==> config.mk <==
export PLATFORM = sky130hd
export DESIGN_NAME = fx_to_ft_flat
export DESIGN_NICKNAME = d
export VERILOG_FILES = /design/src/rtl/fx_to_ft_pkg.sv /design/src/rtl/fx_to_ft_if.sv /design/src/rtl/fx_to_ft.sv /design/src/flat_wrapper.sv
export SDC_FILE = /design/constraint.sdc
export NUM_CORES = 1
export LEC_CHECK = 0
export ABC_AREA = 1
export CAP_MARGIN = 20
export CORE_MARGIN = 2
export CORE_UTILIZATION = 35
export CTS_CLUSTER_SIZE = 8
export DETAILED_ROUTE_END_ITERATION = 8
export PLACE_DENSITY = 0.57
export SYNTH_ARGS = -nofsm -noshare
export SYNTH_HDL_FRONTEND = slang
export SYNTH_SLANG_ARGS = --single-unit
==> constraint.sdc <==
create_clock -name clk -period 2.32 [get_ports clk]
set_input_delay 0.232 -clock clk [delete_from_list [all_inputs] [get_ports clk]]
set_output_delay 0.232 -clock clk [all_outputs]
set_load 0.02 [all_outputs]
==> src/rtl/fx_to_ft_pkg.sv <==
// Shared constants and types for the Q2.22 fixed-point to IEEE-754 single converter.
// The float layout struct matches the float-to-fixed block's view of the same word.
package fx_ft_pkg;

    localparam int unsigned FX_W     = 24;
    localparam int unsigned FRAC_W   = 22;
    localparam int unsigned FT_BIAS  = 127;
    // Biased exponent of the top magnitude bit: (FX_W-1) - FRAC_W + FT_BIAS.
    localparam int unsigned EXP_INIT = FX_W - 1 - FRAC_W + FT_BIAS;

    typedef enum logic [1:0] {
        IDLE,
        NORM,
        PACK
    } state_t;

    typedef struct packed {
        logic        sign;
        logic [7:0]  exp;
        logic [22:0] mant;
    } ft_t;

endpackage

==> src/rtl/fx_to_ft_if.sv <==
// Nios II multi-cycle custom-instruction handshake between the CPU side and the converter.
interface fx_to_ft_if;

    logic        clk_en;
    logic        start;
    logic [31:0] dataa;
    logic        done;
    logic [31:0] result;

    modport master (
        output clk_en,
        output start,
        output dataa,
        input  done,
        input  result
    );

    modport slave (
        input  clk_en,
        input  start,
        input  dataa,
        output done,
        output result
    );

endinterface

==> src/rtl/fx_to_ft.sv <==
// Serial Q2.22 fixed-point to IEEE-754 single converter: one normalising shift per cycle.
// Conversion is exact, so there is no rounding step.
module fx_to_ft
    import fx_ft_pkg::*;
(
    input  logic       clk,
    input  logic       reset,
    fx_to_ft_if.slave  bus
);

    state_t            r_state;
    logic              r_sign;
    logic [FX_W-1:0]   r_mag;
    logic [7:0]        r_exp;
    logic              r_zero;
    logic              r_done;
    logic [31:0]       r_result;

    logic [FX_W-1:0]   w_fx;
    logic [FX_W-1:0]   w_abs;
    ft_t               w_packed;
    logic              w_unused;

    assign w_fx     = bus.dataa[FX_W-1:0];
    assign w_unused = ^bus.dataa[31:FX_W];

    // The most negative input negates to itself, which is the correct unsigned magnitude.
    assign w_abs = w_fx[FX_W-1] ? -w_fx : w_fx;

    always_comb begin
        w_packed      = '0;
        w_packed.sign = r_sign;
        w_packed.exp  = r_exp;
        w_packed.mant = 23'(r_mag[FX_W-2:0]) << (24 - FX_W);
    end

    always_ff @(posedge clk or posedge reset) begin
        if (reset) begin
            r_state  <= IDLE;
            r_sign   <= 1'b0;
            r_mag    <= '0;
            r_exp    <= '0;
            r_zero   <= 1'b0;
            r_done   <= 1'b0;
            r_result <= '0;
        end else if (bus.clk_en) begin
            r_done <= 1'b0;
            unique case (r_state)
                IDLE: begin
                    if (bus.start) begin
                        r_sign  <= w_fx[FX_W-1];
                        r_mag   <= w_abs;
                        r_exp   <= 8'(EXP_INIT);
                        r_zero  <= 1'b0;
                        r_state <= NORM;
                    end
                end
                NORM: begin
                    if (r_mag == '0) begin
                        r_zero  <= 1'b1;
                        r_state <= PACK;
                    end else if (r_mag[FX_W-1]) begin
                        r_state <= PACK;
                    end else begin
                        r_mag <= r_mag << 1;
                        r_exp <= r_exp - 8'd1;
                    end
                end
                PACK: begin
                    r_result <= r_zero ? '0 : w_packed;
                    r_done   <= 1'b1;
                    r_state  <= IDLE;
                end
                default: r_state <= IDLE;
            endcase
        end
    end

    assign bus.done   = r_done;
    assign bus.result = r_result;

endmodule

==> src/flat_wrapper.sv <==
// flat-port wrapper written by rule: the top's interface ports become plain ports
module fx_to_ft_flat import fx_ft_pkg::*;
  (clk, reset, bus_clk_en, bus_start, bus_dataa, bus_done, bus_result);
  fx_to_ft_if bus_i ();
  input  logic clk;
  input  logic reset;
  input wire logic [$bits(bus_i.clk_en)-1:0] bus_clk_en;
  input wire logic [$bits(bus_i.start)-1:0] bus_start;
  input wire logic [$bits(bus_i.dataa)-1:0] bus_dataa;
  output wire logic [$bits(bus_i.done)-1:0] bus_done;
  output wire logic [$bits(bus_i.result)-1:0] bus_result;
  assign bus_i.clk_en = bus_clk_en;
  assign bus_i.start = bus_start;
  assign bus_i.dataa = bus_dataa;
  assign bus_done = bus_i.done;
  assign bus_result = bus_i.result;
  fx_to_ft u_core (.clk(clk), .reset(reset), .bus(bus_i));
endmodule
==> impl_metrics.yaml <==
logic_synthesis:
  synth_compound_area_share_pct: 9.98
  synth_top_area_share_pct: 45.2
  synth_xor_area_share_pct: 2.06
  synth_top_family_by_area: "simple AND/OR/NAND/NOR gates"
  syn-num-nets: 556
  muxShareOfSynthArea_pct: 0
  synth_area_leaders: "dfrtp_1 (45%), nand2_1 (15%), nand3_1 (9.3%)"
  synth_top_cell_by_area: "dfrtp_1"
  synth_edf_count: 0
  synthFlopType: "dfrtp_1"
  synthCells: 518
  async_flop_share_pct: 100
  synth-adder-area-share_pct: 0.655
  synth_cell_types: 31
  synth_seq_cells: 69
  yosysWarnings: 0
  post_synth.cell_area_avg_um2: 7.38
  syn_area_um2: 3820
  yosys.area_share.simple_pct: 34.1
  yosysSeqAreaShare_pct: 45.2
floorplan:
  rows: 38
  coreArea_um2: 10700
  start_util_pct: 35.6
  die_y_um: 109
  die_area_um2: 11800
  dieWidth_um: 109
  pin_count: 69
global_route:
  grt-ovfl-total: 0
  grt_pass1_wl_um: 16100
  grt_max_degree: 70
  grt_pass1_vias: 3333
  antenna_found_initial: 0
  track_usage_pct: 17.7
final_layout:
  layout_commonest_cell: "nand2_1"
  utilization_pct: 44.0
  fin_area_um2: 4730
  n_antenna_cell: 0
  drive_above_1_share_pct: 6.53
  fillers: 1131
  fin_nets: 616
  syn_to_final_growth_pct: 23.7
  layout_common_cells: "nand2_1 (149), nand3_1 (71), dfrtp_1 (69)"
worst_setup_path:
  crit_chain: "nor2_1 > nand3_1 > nor2_2 > nand4_4 > nand3_4 > inv_2 > nand2_1 > o21ai_1"
  path_class: "reg -> reg"
  slowest_stage: "dfrtp_1"
  critPathMaxFanout: 35
  crit_path_start_kind: "flop"
  cp-end-kind: "flop"
  arrival_ns: 2.07
  cp.required_ns: 2.52
  cp_num_buf_inv: 1
  r2r_end: "u_core.r_mag[4]$_DFFE_PP0P_"
  r2r_slack_ns: 0.45
  reg2reg_from: "u_core.r_mag[23]$_DFFE_PP0P_"
  cp_top_family: "simple AND/OR/NAND/NOR gates"
  rr_worst_depth: 8
  cpPeakStageDelay_ns: 0.46
status:
  run_status: "finished clean"
timing:
  skew_ns: 0.00816
  relSlewSlack_pct: 47.2
  drv_slew: 0
  fin_tns_setup_ns: 0
  period_minus_slack_ns: 1.87
  hold_viol_final: 0
  max_freq_mhz: 535
  setup_viol: 0
  worst_slew_pin_slew_ns: 0.791
  min_period_over_period_pct: 80.6
  grt_setup_unrepaired: "no"
run:
  max-cap-violations: 0
clock_network:
  cts_setup_buffers: 0
  cts.repair.resized: 0
  cts_tree: "built"
  cts_made_buffers: 9
  clockBufferDepth: 2
  cts.sinks: 69
  clk_pin_slew_ns: 0.07
  ctsHoldBuffers: 0
  clock_latency_ns: 0.34
  root_buffer: "clkbuf_8"
  cts.htree.levels: 3
route:
  wl_per_cell_um: 13.2
  wirelength_um: 9520
  route.detailed.drc: 0
  postRouteAntennaNets: 0
  vias: 3520
  first_pass_iters: 4
  vias_per_cell: 4.88
  drt_iter0_markers: 192
worst_hold_path:
  hp-class: "in -> async"
placement:
  hpwl_um: 6980
  gp_congestion: 0.797
  postPlaceCellArea_um2: 4570
  portBuffers: 60
power_and_ir_drop:
  ir_drop_v: 0.000448
  p_per_area_nw_per_um2: 1170
  leakage_nw: 2.29
==> state kept, by name (all words and copies together) (netlist names) <==
register / flops
u_core.bus.result: 32
u_core.r_mag: 24
u_core.r_exp: 8
u_core.r_state: 2
u_core.bus.done: 1
u_core.r_sign: 1
u_core.r_zero: 1
==> cell type report <==
cell class | count | area (um2) | area share [%]
multi-input cells | 377 | 1790 | 37.9
repair buffers | 70 | 688 | 14.6
clock inverters | 5 | 28.8 | 0.609
well taps | 140 | 175 | 3.70
flip-flops and latches | 69 | 1730 | 36.5
clock buffers | 10 | 128 | 2.70
inverters | 51 | 191 | 4.05
==> kinds of logic (layout without fill, tap and decap cells) <==
| kind of cell | Yosys count | in the layout |
|---|---|---|
| simple gates | 303 | 303 |
| fa+ha+maj | 2 | 2 |
| xor+xnor | 9 | 9 |
| buf+inv | 72 | 136 |
| flops | 69 | 69 |
| compound gates | 63 | 63 |
==> worst min-delay path: stages <==
cell and delay (ns):
clkdlybuf4s50_1 0.41, inv_2 0.07, buf_12 0.30
==> through the flow <==
step	setup slack, ns	power, mW	hold slack (ns)	cells
global route	0.321	6.00	0.293	722
global placement	0.246	4.71	0.465	707
detailed placement	0.217	4.74	0.468	707
CTS	0.452	5.59	0.298	722
floorplan	0.348	3.79	0.359	518
finish	0.449	5.52	0.268	722
==> where the power goes <==
group	total [mW]	internal, mW	switching [mW]	leakage [nW]
Sequential	2.07	1.71	0.355	0.883
Clock	0.833	0.377	0.456	0.0856
Combinational	2.62	1.07	1.55	1.32
Total	5.52	3.16	2.36	2.29
==> worst max-delay path by stage <==
stage	from	to	slack [ns]	depth (start not counted)
2_1_floorplan	reset	u_core.bus.done$_DFFE_PP0P_	0.35	1
3_3_place_gp	bus_dataa[0]	u_core.r_mag[18]$_DFFE_PP0P_	0.25	11
3_5_place_dp	bus_dataa[0]	u_core.r_mag[20]$_DFFE_PP0P_	0.22	11
4_1_cts	u_core.r_mag[23]$_DFFE_PP0P_	u_core.r_mag[4]$_DFFE_PP0P_	0.45	8
5_1_grt	u_core.r_state[1]$_DFFE_PP0P_	u_core.r_mag[5]$_DFFE_PP0P_	0.32	8
6_report	u_core.r_mag[23]$_DFFE_PP0P_	u_core.r_mag[4]$_DFFE_PP0P_	0.45	8
==> layer usage <==
layer,vias up,wire [um],part of all wire [%],GRT usage [%]
met3,10,384,4.0,3.98
met2,73,4420,46,27.4
li1,1799,-,-,-
met1,1638,4560,48,24.7
met4,0,150,1.6,5.68
met5,-,0,0,0
==> Yosys cell counts, types with 2 or more instances <==
cell      count
nor2_4        2
o21ai_1      13
clkbuf_1     11
buf_6         3
o21ai_0       8
nand2_1     149
buf_2         4
inv_1        46
nor3_1        2
a21oi_1      14
nand4_1       5
o31ai_1      20
o22ai_1       5
xor2_1        9
inv_2         4
ha_1          2
nand3_1      71
or2_2         2
nor2_1       67
buf_4         2
dfrtp_1      69
Power figures use the tool's default switching activity.
